===== src/rtl/disp_rx_pkg.sv =====
// Shared types and frame-width constants for the serial display receiver.
package disp_rx_pkg;

  typedef enum logic [1:0] {
    IDLE  = 2'd0,
    SHIFT = 2'd1,
    FULL  = 2'd2,
    OVER  = 2'd3
  } rx_state_e;

  localparam int SEG_FRAME_W = 64;
  localparam int LED_FRAME_W = 16;

endpackage


===== src/rtl/serial_disp_rx_sync_edge.sv =====
// Multi-flop synchroniser for one serial line plus a rising-edge detector
// that compares the synchronised value against a one-cycle-delayed copy.
module sync_edge #(
  parameter int   SYNC_STAGES = 2,
  parameter logic RESET_VAL   = 1'b0
) (
  input  logic clk,
  input  logic rst,
  input  logic din,
  output logic sync_o,
  output logic rise_o
);

  logic [SYNC_STAGES-1:0] chain_q, chain_d;
  logic                   prev_q, prev_d;

  // next values of the synchroniser chain and the delayed copy
  always_comb begin
    chain_d = {chain_q[SYNC_STAGES-2:0], din};
    prev_d  = chain_q[SYNC_STAGES-1];
  end

  // synchroniser and delay registers
  always_ff @(posedge clk or posedge rst) begin
    if (rst) begin
      chain_q <= {SYNC_STAGES{RESET_VAL}};
      prev_q  <= RESET_VAL;
    end else begin
      chain_q <= chain_d;
      prev_q  <= prev_d;
    end
  end

  assign sync_o = chain_q[SYNC_STAGES-1];
  assign rise_o = chain_q[SYNC_STAGES-1] & ~prev_q;

endmodule


===== src/rtl/serial_disp_rx.sv =====
// Receiver for the 7-segment / LED serial shift chain: oversamples the serial
// lines, rebuilds the shifted word and latches it on the pen strobe.
module serial_disp_rx
  import disp_rx_pkg::*;
#(
  parameter int WIDTH       = SEG_FRAME_W,
  parameter bit MSB_FIRST   = 1'b1,
  parameter int SYNC_STAGES = 2
) (
  input  logic                        clk,
  input  logic                        rst,
  input  logic                        s_clk,
  input  logic                        s_sout,
  input  logic                        s_pen,
  input  logic                        s_clrn,
  output logic [WIDTH-1:0]            data_out,
  output logic                        frame_valid,
  output logic                        frame_err,
  output logic [$clog2(WIDTH+2)-1:0]  bit_cnt,
  output logic                        busy
);

  localparam int            CW       = $clog2(WIDTH+2);
  localparam logic [CW-1:0] CNT_ZERO = CW'(0);
  localparam logic [CW-1:0] CNT_ONE  = CW'(1);
  localparam logic [CW-1:0] CNT_FULL = CW'(WIDTH);
  localparam logic [CW-1:0] CNT_OVER = CW'(WIDTH + 1);

  logic clk_rise, pen_rise, clrn_sync;
  logic clk_sync_unused, pen_sync_unused, clrn_rise_unused;

  sync_edge #(.SYNC_STAGES(SYNC_STAGES), .RESET_VAL(1'b0)) u_sync_clk (
    .clk(clk), .rst(rst), .din(s_clk), .sync_o(clk_sync_unused), .rise_o(clk_rise)
  );
  sync_edge #(.SYNC_STAGES(SYNC_STAGES), .RESET_VAL(1'b0)) u_sync_pen (
    .clk(clk), .rst(rst), .din(s_pen), .sync_o(pen_sync_unused), .rise_o(pen_rise)
  );
  sync_edge #(.SYNC_STAGES(SYNC_STAGES), .RESET_VAL(1'b1)) u_sync_clrn (
    .clk(clk), .rst(rst), .din(s_clrn), .sync_o(clrn_sync), .rise_o(clrn_rise_unused)
  );

  // Data line gets the same depth as s_clk so each bit lines up with its edge.
  logic [SYNC_STAGES-1:0] sout_q, sout_d;
  logic                   sout_sync;

  rx_state_e        state_q, state_d;
  logic [WIDTH-1:0] sreg_q, sreg_d, sreg_shift;
  logic [WIDTH-1:0] data_q, data_d;
  logic [CW-1:0]    cnt_q, cnt_d, base_cnt;
  logic             valid_q, valid_d, err_q, err_d, busy_q, busy_d;

  assign sout_sync = sout_q[SYNC_STAGES-1];

  // next-state, shift and frame-latch logic
  always_comb begin
    sout_d     = {sout_q[SYNC_STAGES-2:0], s_sout};
    state_d    = state_q;
    sreg_d     = sreg_q;
    data_d     = data_q;
    cnt_d      = cnt_q;
    valid_d    = 1'b0;
    err_d      = 1'b0;
    base_cnt   = cnt_q;
    sreg_shift = sreg_q;

    if (MSB_FIRST) begin
      sreg_shift = {sreg_q[WIDTH-2:0], sout_sync};
    end else begin
      sreg_shift = {sout_sync, sreg_q[WIDTH-1:1]};
    end

    if (!clrn_sync) begin
      sreg_d  = {WIDTH{1'b0}};
      data_d  = {WIDTH{1'b0}};
      cnt_d   = CNT_ZERO;
      state_d = IDLE;
    end else begin
      // The pen is judged on the count before any concurrent shift.
      if (pen_rise) begin
        if (state_q == FULL) begin
          data_d  = sreg_q;
          valid_d = 1'b1;
        end else begin
          err_d = 1'b1;
        end
        base_cnt = CNT_ZERO;
      end else begin
        base_cnt = cnt_q;
      end

      if (clk_rise && (base_cnt != CNT_OVER)) begin
        sreg_d = sreg_shift;
        cnt_d  = base_cnt + CNT_ONE;
      end else begin
        cnt_d = base_cnt;
      end

      if (cnt_d == CNT_ZERO) begin
        state_d = IDLE;
      end else if (cnt_d == CNT_FULL) begin
        state_d = FULL;
      end else if (cnt_d == CNT_OVER) begin
        state_d = OVER;
      end else begin
        state_d = SHIFT;
      end
    end

    busy_d = (state_d != IDLE);
  end

  // state, datapath and output registers
  always_ff @(posedge clk or posedge rst) begin
    if (rst) begin
      state_q <= IDLE;
      sout_q  <= {SYNC_STAGES{1'b0}};
      sreg_q  <= {WIDTH{1'b0}};
      data_q  <= {WIDTH{1'b0}};
      cnt_q   <= CNT_ZERO;
      valid_q <= 1'b0;
      err_q   <= 1'b0;
      busy_q  <= 1'b0;
    end else begin
      state_q <= state_d;
      sout_q  <= sout_d;
      sreg_q  <= sreg_d;
      data_q  <= data_d;
      cnt_q   <= cnt_d;
      valid_q <= valid_d;
      err_q   <= err_d;
      busy_q  <= busy_d;
    end
  end

  assign data_out    = data_q;
  assign frame_valid = valid_q;
  assign frame_err   = err_q;
  assign bit_cnt     = cnt_q;
  assign busy        = busy_q;

endmodule


===== config.mk =====
export PLATFORM = sky130hd
export DESIGN_NAME = serial_disp_rx
export DESIGN_NICKNAME = d
export VERILOG_FILES = /design/src/rtl/disp_rx_pkg.sv /design/src/rtl/serial_disp_rx_sync_edge.sv /design/src/rtl/serial_disp_rx.sv
export SDC_FILE = /design/constraint.sdc
export NUM_CORES = 1
export LEC_CHECK = 0
export CORE_UTILIZATION = 30
export CTS_CLUSTER_SIZE = 24
export DETAILED_ROUTE_END_ITERATION = 8
export GPL_TIMING_DRIVEN = 0
export PLACE_DENSITY = 0.61
export SLEW_MARGIN = 20
export SYNTH_ARGS = -nofsm -noshare
export SYNTH_HDL_FRONTEND = slang
export SYNTH_HIERARCHICAL = 1
export SYNTH_SLANG_ARGS = --single-unit

===== constraint.sdc =====
create_clock -name clk -period 4.5 [get_ports clk]
set_input_delay 0.9 -clock clk [delete_from_list [all_inputs] [get_ports clk]]
set_output_delay 0.9 -clock clk [all_outputs]
set_load 0.01 [all_outputs]

# == Word-level counts from Yosys, hierarchy flattened ==
# Cells that the tools add are included.
# classes
addsub,1
eq_ne,7
mux,20
bitwise_logic,4
n_reduce_logical,4
# ops
op,n
two-way mux 64 bit,5
two-way mux 7 bit,5
"== test 7 bit, second input constant",2
two-way mux 2 bit,4
"adder 7 x 1 -> 7 bit, second input constant",1
zero test 7 bit,1
"!= test 7 bit, second input constant",1
two-way mux 1 bit,6
"!= test 2 bit, second input constant",3
AND 1 bit,2
"== test 2 bit, second input constant",1
inverter 1 bit,2
AND reduction 2 bit,1
nonzero test 2 bit,1
logical AND 1 bit,1
# word_totals
reg_bits,150
out_inout_bits,74
elab_cells,49

# == Depth between registers and ports, before layout ==
# Gate-level depths: netlist of run 1.
# depth
word_depth,14
ltp_mapped,8
ltp_nobuf,8

# == Modules after synthesis ==
# The synthesis of run 1 kept the hierarchy.
# modules_own_cells
module,n_inst,cells_per_inst,area_per_inst_um2,seq_area_each_um2
serial_disp_rx,1,625,5984.5,3553.4
sync_edge at u_sync_clk ...,2,5,92.6,75.1
sync_edge at u_sync_clrn,1,5,96.3,78.8

# == Least setup slack after synthesis of run 1 ==
# No wires, ideal clock.
# synth_timing
kind,register to register
from,register u_sync_pen.chain_q[1]
to,register busy_q (netlist: busy)
setup_time_ns,0.151
arrival_ns,1.845
t_required_ns,4.349
slack_ns,2.504
stages_incl_launch_ff,9
cell_sequence,dfrtp_1 -> nor2b_4 -> buf_2 -> nor2b_1 -> ha_1 -> nand4_1 -> mux2_2 -> nor4_1 -> a41oi_1
# synth_via
elab_chain_len,13
elab_cells_between_ends,16
# synth_lines
item,line_no,text
"start, declared",serial_disp_rx_sync_edge.sv:14,"logic [SYNC_STAGES-1:0] chain_q, chain_d;"
"start signal, assigned",serial_disp_rx_sync_edge.sv:26,chain_q <= {SYNC_STAGES{RESET_VAL}};
"start signal, assigned",serial_disp_rx_sync_edge.sv:29,chain_q <= chain_d;
AND 1 bit (*),serial_disp_rx_sync_edge.sv:35,assign rise_o = chain_q[SYNC_STAGES-1] & ~prev_q;
named net pen_rise,serial_disp_rx.sv:29,"logic clk_rise, pen_rise, clrn_sync;"
two-way mux 7 bit (*),serial_disp_rx.sv:79,if (pen_rise) begin
two-way mux 7 bit (*),serial_disp_rx.sv:72,if (!clrn_sync) begin
"parallel branches: the longest is 2 deep, another holds adder 7 x 1 -> 7 bit",-,
two-way mux 7 bit (*),serial_disp_rx.sv:91,if (clk_rise && (base_cnt != CNT_OVER)) begin
two-way mux 7 bit (*),serial_disp_rx.sv:72,
== test 7 bit,serial_disp_rx.sv:102,end else if (cnt_d == CNT_OVER) begin
two-way mux 2 bit,serial_disp_rx.sv:102,
two-way mux 2 bit,serial_disp_rx.sv:100,end else if (cnt_d == CNT_FULL) begin
two-way mux 2 bit (*),serial_disp_rx.sv:98,if (cnt_d == CNT_ZERO) begin
two-way mux 2 bit (*),serial_disp_rx.sv:72,
nonzero test 2 bit (*),serial_disp_rx.sv:109,busy_d = (state_d != IDLE);
named net busy_d,serial_disp_rx.sv:50,"logic valid_q, valid_d, err_q, err_d, busy_q, busy_d;"
"end signal, assigned",serial_disp_rx.sv:131,busy_q <= busy_d;
"end, declared",serial_disp_rx.sv:50,
# Mark *: on every way through the listed nets, which the timed path passes. The select of a mux whose other input is x is not followed.
# A chain may end at the register's enable or synchronous reset.

# == Worst setup path in the final report of run 1 ==
# layout_timing
from,register cnt_q[3] (netlist: bit_cnt[3])
to,output port bit_cnt[3]
# layout_lines
item,line_no,text
"start, declared",serial_disp_rx.sv:49,"logic [CW-1:0] cnt_q, cnt_d, base_cnt;"
"start signal, assigned",serial_disp_rx.sv:128,cnt_q <= cnt_d;
"end, declared",serial_disp_rx.sv:19,"output logic [$clog2(WIDTH+2)-1:0] bit_cnt,"
# No word-level cell between the ends.

==> run_results.csv, run 1 <==
group,metric,value,unit
status,status,"completed",
route,drc,0,
cells_and_area,fin_util,39.5,%
cts,cts_buffers,17,
grt,grt_pass1_wl,24.0,mm
worst_hold_path,worstHoldPathType,"reg2reg",
place,placed_area,0.00747,mm^2
sta,worst_pin_slew,727,ps
worst_setup_path,path_class,"reg2out",
power,total_power,2790,uW
sta,slew_violations,0,
worst_hold_path,hold_start,"sout_q[0]$_DFF_PP0_",
die,dieArea,0.0213,mm^2
sta,fin_ws,2100,ps
synth,mappedNetlistArea,0.00623,mm^2
route,dr.pass1.iters,4,
cts,clk_pin_slew,60,ps
worst_setup_path,r2r-start,"u_sync_pen/chain_q[1]$_DFF_PP0_",
power,leakagePower,0.00315,uW
worst_setup_path,critPathLaunch,"bit_cnt[3]$_DFF_PP0_",
sta,finalCritPeriodShare,53.3,%
route,postRouteAntennaNets,0,
sta,finClkSkew,9.95,ps
cts,clock_path_buffers,2,
worst_setup_path,path_max_fanout,8,
sta,fmax,417,MHz
die,coreArea,0.0203,mm^2
sta,tns,0,ps
cts,holdBufCountCts,0,
grt,overflow,0,
sta,slew_headroom,51.6,%
cts,cts_tree,"built",
place,gp_congestion,0.760,
place,numPortBuffers,79,
job,maxCapViolations,0,
die,start_util,30.7,%
cells_and_area,n_antenna_cell,0,
worst_setup_path,cp_top_family,"buffers and inverters",
synth,yosys_warnings,6,
die,num_rows,52,
route,viasPerCell,4.53,
route,wirelength,14.2,mm
cts,cts_root_buf,"clkbuf_16",
grt,grt_usage,14.4,%
sta,final_hold_viol_count,0,
sta,setup_violations,0,
route,num_vias,4636,
die,io-pin-count,80,
route,wl_per_cell,13.9,um
place,dpl.hpwl,9.80,mm
synth,syn_nets,645,
cts,clkLatencyLatePin,420,ps
cells_and_area,drive_gt1_share,15.5,%
die,die_y,146,um
synth,synthCells,638,
cts,clkSinkCount,150,
worst_setup_path,cp.required,3600,ps
worst_setup_path,cp_slowest_cell,"clkdlybuf4s50_1",
route,dr.first_iter.drc_count,275,
worst_setup_path,crit_arrival,1500,ps
synth,avgSynthCellArea,9.76,um^2
cells_and_area,final_area,0.00801,mm^2
worst_setup_path,cpPeakStageDelay,600,ps
place,pre_cts_slack,2170,ps
cells_and_area,final_nets,748,
worst_setup_path,crit_buf_inv,1,
power,power.density,349,mW/mm^2
worst_setup_path,cp-start-kind,"flip-flop",
sta,rsz0062_at_grt,"false",
grt,grt_pass1_vias,4615,
sta,fin_crit,2400,ps
cts,cts_max_level,4,
cells_and_area,syn_to_final_growth,28.6,%
worst_setup_path,worstPathCellList,"clkdlybuf4s50_1",
power,peakVddDrop,0.000274,V
die,die_w,146,um
grt,grt_start_max_net_pins,31,
worst_setup_path,cp-end-kind,"primary output",
cts,cts.repair.resized,0,
grt,antenna_found_initial,0,
cts,postCtsSetupBuffers,0,
-- flip-flops by register name, indices dropped and copies added, names as in the netlist, 2 cells and up --
register	cells
sout_q	2
state_q	2
data_out	64
bit_cnt	7
sreg_q	64
u_sync_clrn/chain_q	2
u_sync_pen/chain_q	2
u_sync_clk/chain_q	2
-- final cells by class --
class / count / area (um^2)
Fill cell: 2022 / 12300
Sequential cell: 150 / 3760
Multi-Input combinational cell: 438 / 2210
Timing Repair Buffer: 84 / 898
Clock buffer: 20 / 467
Tap cell: 270 / 338
Buffer: 43 / 233
Clock inverter: 11 / 76.3
Inverter: 7 / 30.0
-- cells in the final DEF, fill, tap and decap left out, types with 4 or more instances in the layout --
master,n
inv_1,5
nor2b_1,4
a21oi_1,70
nor4_1,4
clkinvlp_4,5
buf_12,4
clkinv_2,4
nand2_1,259
clkbuf_1,33
clkbuf_16,17
clkdlybuf4s50_1,79
nor2_1,7
a21oi_2,60
dfrtp_1,148
buf_8,6
-- path summary, 6_finish.rpt --
path | end | slack [ps] | cells after the start
worst min register to register | sout_q[1]$_DFF_PP0_ | 350 | 0
worst min-delay path | sout_q[1]$_DFF_PP0_ | 350 | 0
max in group asynchronous | data_out[22]$_DFFE_PP0P_ | 2670 | 5
worst max register to register | busy$_DFF_PP0_ | 2150 | 8
worst max-delay path | bit_cnt[3] | 2100 | 1
min in group asynchronous | u_sync_pen/prev_q$_DFF_PP0_ | 800 | 2
-- where the power goes --
group / switching [uW] / internal [uW]
Sequential: 5.19 / 1360
Combinational: 85.7 / 34.4
Clock: 567 / 745
Total: 658 / 2140
-- per-layer routing --
layer  global-route usage (%)  share of wire (%)  vias to the layer above
li1                         -                  -                     2287
met1                     19.5                 49                     2257
met2                     22.2                 46                       79
met3                     3.66                3.7                       13
met4                     5.52                1.8                        0
met5                        0                  0                        -
-- through the flow --
step	hold WS, ps	instances
after floorplan	331	638
after global placement	333	987
after detailed placement	336	992
after CTS	350	1023
after global routing	359	1023
final	349	1023
No activity file was read; power rests on OpenSTA's default activity.
==> run 2, diff against run 1 <==
==> constraint.sdc (replaced) <==
create_clock -name clk -period 2.01 [get_ports clk]
set_input_delay 0.402 -clock clk [delete_from_list [all_inputs] [get_ports clk]]
set_output_delay 0.402 -clock clk [all_outputs]
set_load 0.01 [all_outputs]
==> run 2 against run 1 <==
  * Non-clock buffer count rose by 1
  * Power rose by 120%
  * Sequential cell count did not move
  * Die area did not move
  * Clock skew rose by 7.4 ps
  * Critical path depth rose by 7
  * Count of clock-buffer cells in the layout did not move
  * Sequential power rose by 120%
  * Sequential share of layout area fell by 0.75 points
  * Global-route usage rose by 0.11 points
==> run_results.csv, run 2 (synthesized netlist as in run 1, its figures left out) <==
group,metric,value,unit
die,start_util,30.7,%
worst_hold_path,worstHoldPathType,"in2async",
power,peakVddDrop,0.000615,V
worst_setup_path,path_class,"reg2reg",
sta,rsz0062_at_grt,"true",
cells_and_area,layout_common_cells,"259 x nand2_1, 148 x dfrtp_1, 79 x clkdlybuf4s50_1, 70 x a21oi_1, 60 x a21oi_2",
cells_and_area,fillers,2017,
worst_setup_path,r2r-start,"u_sync_pen/chain_q[1]$_DFF_PP0_",
place,dpl.hpwl,9.80,mm
route,viasPerCell,4.55,
power,seqPwrFrac,48.6,%
power,switching_share,23.6,%
route,drc,0,
route,postRouteAntennaNets,0,
cts,clkSinkCount,150,
route,dr_wl_met3,513,um
cts,clock_path_buffers,2,
grt,grt_pass1_vias,4630,
sta,fin_crit,1950,ps
grt,overflow,0,
worst_setup_path,crit_arrival,2210,ps
worst_setup_path,r2r_end,"busy$_DFF_PP0_",
power,power.density,772,mW/mm^2
grt,antenna_found_initial,0,
sta,finalCritPeriodShare,96.8,%
route,wl_per_cell,14.1,um
die,die_w,146,um
route,num_vias,4664,
place,gp_congestion,0.760,
route,wl_met2,6.60,mm
die,io-pin-count,80,
sta,slew_violations,0,
worst_setup_path,cp-start-kind,"flip-flop",
worst_setup_path,cp_top_family,"simple AND/OR/NAND/NOR gates",
cells_and_area,n_antenna_cell,0,
worst_setup_path,cp-end-kind,"flip-flop",
cts,holdBufCountCts,0,
cells_and_area,drive_gt1_share,18.8,%
cells_and_area,final_nets,749,
power,p_switching,1480,uW
sta,tns,0,ps
sta,slew_headroom,52.8,%
sta,finClkSkew,17.3,ps
grt,grt_usage,14.5,%
route,dr.pass1.iters,4,
grt,grt_start_max_net_pins,31,
grt,grt_pass1_wl,24.2,mm
status,status,"completed",
power,clockPowerShare,46.8,%
cts,cts_tree,"built",
worst_setup_path,cp.required,2270,ps
die,coreArea,0.0203,mm^2
sta,setup_violations,0,
place,pre_cts_slack,-300,ps
worst_setup_path,path_max_fanout,10,
die,die_y,146,um
cells_and_area,final_common_cell,"nand2_1",
route,wirelength,14.4,mm
power,leakagePower,0.00323,uW
worst_setup_path,reg2reg_setup_slack,60,ps
job,maxCapViolations,0,
worst_setup_path,cpPeakStageDelay,380,ps
die,dieArea,0.0213,mm^2
power,intPower,4800,uW
cts,cts_root_buf,"clkbuf_16",
cts,cts_buffers,17,
die,num_rows,52,
cells_and_area,syn_to_final_growth,30.7,%
route,wl_met1,7.01,mm
route,top_layer,"met4",
power,comb_power_share,4.6,%
route,dr.first_iter.drc_count,235,
cts,cts_max_level,4,
place,numPortBuffers,79,
cts,clk_pin_slew,60,ps
worst_setup_path,ff2ff_path_depth,8,
sta,final_hold_viol_count,0,
worst_setup_path,crit_top_cell,"nor2b_4",
worst_setup_path,crit_buf_inv,1,
sta,fin_ws,64.0,ps
cts,clkLatencyLatePin,430,ps
worst_setup_path,worstPathCellList,"nor2b_4 > buf_6 > nor2b_4 > ha_4 > nand4_1 > mux2_4 > nor4_4 > a41oi_2",
sta,worst_pin_slew,708,ps
worst_setup_path,cp_slowest_cell,"dfrtp_1",
sta,fmax,514,MHz
-- run 2: changes by cell type in the layout (fill, tap and decap cells not counted), sizes merged --
cell and change:
buf +5, clkbuf -4
-- run 2: repair_timing --
| item | 4_1_cts | 5_1_grt |
|---|---|---|
| buffers inserted | 2 | 1 |
| pin swaps | 1 | 4 |
| gates resized for setup | 15 | 32 |
| endpoints found under the setup margin | 123 | 113 |
| cloned | 0 | 0 |
-- run 2: layer usage --
| layer | GRT usage, % | vias to the layer above |
|---|---|---|
| met2 | 22.4 | 87 |
| met3 | 3.62 | 17 |
| li1 | - | 2298 |
| met4 | 5.57 | 0 |
| met1 | 19.7 | 2262 |
| met5 | 0 | - |
-- run 2: final cells by class --
cell class,instances,area [um^2],share of cell area (%)
buffer,41,260,3.20
clock buffer,20,467,5.73
clock inverter,11,76.3,0.938
inverter,7,30.0,0.369
multi-input combinational,438,2280,28.0
sequential,150,3760,46.1
tap,270,338,4.15
timing repair buffer,87,933,11.5
-- run 2: how the worst max path moves through the flow --
stage / from / endpoint / slack, ps / cells past startpoint
2_1_floorplan: rst / bit_cnt[0]$_DFF_PP0_ / -170 / 1
3_3_place_gp: rst / data_out[22]$_DFFE_PP0P_ / -1650 / 2
3_5_place_dp: u_sync_pen/chain_q[1]$_DFF_PP0_ / busy$_DFF_PP0_ / -300 / 8
4_1_cts: u_sync_pen/chain_q[1]$_DFF_PP0_ / busy$_DFF_PP0_ / -80 / 8
5_1_grt: bit_cnt[1]$_DFF_PP0_ / busy$_DFF_PP0_ / -50 / 4
6_report: u_sync_pen/chain_q[1]$_DFF_PP0_ / busy$_DFF_PP0_ / 60 / 8
-- run 2: worst register-to-register path, cell delays in order, from the launching register on --
cell and delay (ps):
dfrtp_1 380, nor2b_4 140, buf_6 140, nor2b_4 140, ha_4 150, nand4_1 120
mux2_4 350, nor4_4 210, a41oi_2 170
-- run 2: metrics by stage --
stage | util [%] | hold WS, ps | std cells | total power, uW | area [um^2]
final | 40.1 | 305 | 1024 | 6280 | 8140
after global routing | 40.1 | 328 | 1024 | 6530 | 8140
after CTS | 39.8 | 301 | 1023 | 6340 | 8070
after detailed placement | 36.8 | 336 | 992 | 3380 | 7470
after global placement | 36.2 | 333 | 987 | 3360 | 7360
after floorplan | - | 156 | 638 | 3270 | 6230
-- run 2: power groups by stage --
stage | sequential (uW) | combinational (uW) | clock (uW)
global route | 3050 | 326 | 3150
finish | 3050 | 291 | 2940
floorplan | 3100 | 167 | 0
global placement | 3110 | 253 | 0
CTS | 3050 | 290 | 3000
detailed placement | 3110 | 279 | 0
==> run 3, diff against run 2 <==
--- a/config.mk
+++ b/config.mk
@@ -5,11 +5,13 @@
 export SDC_FILE = /design/constraint.sdc
 export NUM_CORES = 1
 export LEC_CHECK = 0
+export CORE_MARGIN = 2
 export CORE_UTILIZATION = 30
 export CTS_CLUSTER_SIZE = 24
 export DETAILED_ROUTE_END_ITERATION = 8
 export GPL_TIMING_DRIVEN = 0
 export PLACE_DENSITY = 0.61
+export SKIP_LAST_GASP = 1
 export SLEW_MARGIN = 20
 export SYNTH_ARGS = -nofsm -noshare
 export SYNTH_HDL_FRONTEND = slang
==> run 3 against run 2 <==
  * The flow now finishes with violations (negative setup slack)
  * Via count shrank 0.56%
  * Final area is 0.20% higher
  * Final cell count is the same
  * Critical path depth did not move
  * Critical path type unchanged
  * Largest cell class unchanged
  * Highest routed layer unchanged
==> run_results.csv, run 3 (synthesized netlist as in run 1, its figures left out) <==
group,metric,value,unit
cts,clk_pin_slew,60,ps
die,io-pin-count,80,
sta,finClkSkew,13.0,ps
worst_setup_path,cp_top_family,"simple AND/OR/NAND/NOR gates",
die,start_util,30.7,%
grt,antenna_found_initial,0,
status,status,"finished with violations",
sta,fmax,493,MHz
worst_setup_path,cpPeakStageDelay,370,ps
place,dp_cells,992,
grt,grt_pass1_vias,4573,
sta,finalCritPeriodShare,101,%
cts,cts_max_level,4,
grt,grt_usage,14.0,%
sta,final_hold_viol_count,0,
route,wirelength,14.4,mm
grt,grt_start_max_net_pins,33,
die,num_rows,52,
worst_setup_path,cp-start-kind,"flip-flop",
cells_and_area,syn_to_final_growth,31.0,%
worst_setup_path,crit_arrival,2290,ps
cts,clkLatencyLatePin,420,ps
place,gp_congestion,0.757,
cells_and_area,n_antenna_cell,0,
cts,cts_tree,"built",
job,maxCapViolations,0,
die,dieArea,0.0219,mm^2
place,numPortBuffers,79,
sta,slew_violations,0,
sta,slew_headroom,53.6,%
worst_setup_path,worstPathCellList,"nor2b_4 > buf_6 > nor2b_4 > ha_4 > nand4_1 > mux2_4 > nor4_4 > a41oi_2",
sta,setup_violations,1,
route,dr.first_iter.drc_count,217,
cts,cts_root_buf,"clkbuf_16",
cells_and_area,final_common_cell,"nand2_1",
die,die_w,148,um
power,peakVddDrop,0.000587,V
worst_setup_path,crit_top_cell,"nor2b_4",
cells_and_area,drive_gt1_share,18.7,%
worst_setup_path,path_class,"reg2reg",
grt,grt_pass1_wl,24.3,mm
worst_setup_path,r2r_end,"busy$_DFF_PP0_",
power,power.density,776,mW/mm^2
route,drc,0,
route,viasPerCell,4.53,
cells_and_area,fillers,2058,
die,coreArea,0.0203,mm^2
place,dpl.hpwl,9.83,mm
worst_hold_path,worstHoldPathType,"in2async",
cts,clock_path_buffers,2,
die,die_y,148,um
worst_setup_path,path_max_fanout,6,
worst_setup_path,crit_buf_inv,1,
sta,rsz0062_at_grt,"true",
worst_setup_path,cp-end-kind,"flip-flop",
worst_setup_path,reg2reg_setup_slack,-20,ps
route,postRouteAntennaNets,0,
route,dr.pass1.iters,4,
worst_setup_path,cp_slowest_cell,"dfrtp_1",
cells_and_area,final_nets,750,
worst_setup_path,cp.required,2270,ps
worst_setup_path,ff2ff_path_depth,8,
cts,cts_buffers,17,
power,leakagePower,0.00324,uW
cts,holdBufCountCts,0,
sta,fin_crit,2030,ps
place,pre_cts_slack,-389,ps
sta,worst_pin_slew,696,ps
status,failed_checks,"negative setup slack",
sta,fin_ws,-19.9,ps
cells_and_area,stdcell_count,1024,
grt,overflow,0,
route,wl_per_cell,14.0,um
worst_setup_path,r2r-start,"u_sync_pen/chain_q[1]$_DFF_PP0_",
cts,clkSinkCount,150,
cells_and_area,layout_common_cells,"259 x nand2_1, 148 x dfrtp_1, 79 x clkdlybuf4s50_1, 70 x a21oi_1, 60 x a21oi_2",
route,num_vias,4638,
## run 3: metal layers
metal / vias to the layer above / global-route usage [%] / share of wire [%]
met4: 0 / 4.43 / 1.1
met2: 81 / 21.5 / 46
met5: - / 0 / 0
met3: 11 / 3.62 / 4.5
met1: 2258 / 19.7 / 48
li1: 2288 / - / -
## run 3: timing repair
item	in CTS	in global routing
buffers inserted	2	3
gates cloned	0	0
pin swaps	2	5
setup endpoints to repair	123	90
resized for setup	17	26
## run 3: how the worst max path moves through the flow
| stage | startpoint | end | slack (ps) | cells past startpoint |
|---|---|---|---|---|
| 3_3_place_gp | rst | data_out[27]$_DFFE_PP0P_ | -1670 | 2 |
| 4_1_cts | u_sync_pen/chain_q[1]$_DFF_PP0_ | busy$_DFF_PP0_ | -40 | 8 |
| 2_1_floorplan | rst | bit_cnt[0]$_DFF_PP0_ | -170 | 1 |
| 3_5_place_dp | u_sync_pen/chain_q[1]$_DFF_PP0_ | busy$_DFF_PP0_ | -390 | 8 |
| 5_1_grt | u_sync_pen/chain_q[1]$_DFF_PP0_ | busy$_DFF_PP0_ | -130 | 8 |
| 6_report | u_sync_pen/chain_q[1]$_DFF_PP0_ | busy$_DFF_PP0_ | -20 | 8 |
## run 3: final cells by class
cell class	count	area, um^2	area share (%)
inverters	7	30.0	0.368
clock buffers	21	470	5.77
flip-flops and latches	150	3760	46.1
clock inverters	9	78.8	0.967
repair buffers	89	948	11.6
multi-input cells	438	2280	27.9
well taps	270	338	4.14
plain buffers	40	255	3.13
## run 3: stage by stage
step | total power [uW] | cell area [um^2] | setup TNS (ps) | hold WS (ps) | util [%]
2_1_floorplan | 3270 | 6230 | -24010 | 156 | -
3_3_place_gp | 3360 | 7360 | -255240 | 333 | 36.2
3_5_place_dp | 3390 | 7470 | -20120 | 336 | 36.8
4_1_cts | 6430 | 8080 | -42.2 | 291 | 39.8
5_1_grt | 6590 | 8160 | -277 | 315 | 40.2
6_report | 6330 | 8160 | -19.9 | 313 | 40.2
## run 3: power by group
group,switching [uW],internal (uW),leakage [uW]
sequential,11.6,3040,0.00207
combinational,198,94.4,0.000905
clock,1210,1780,0.000270
total,1420,4910,0.00324
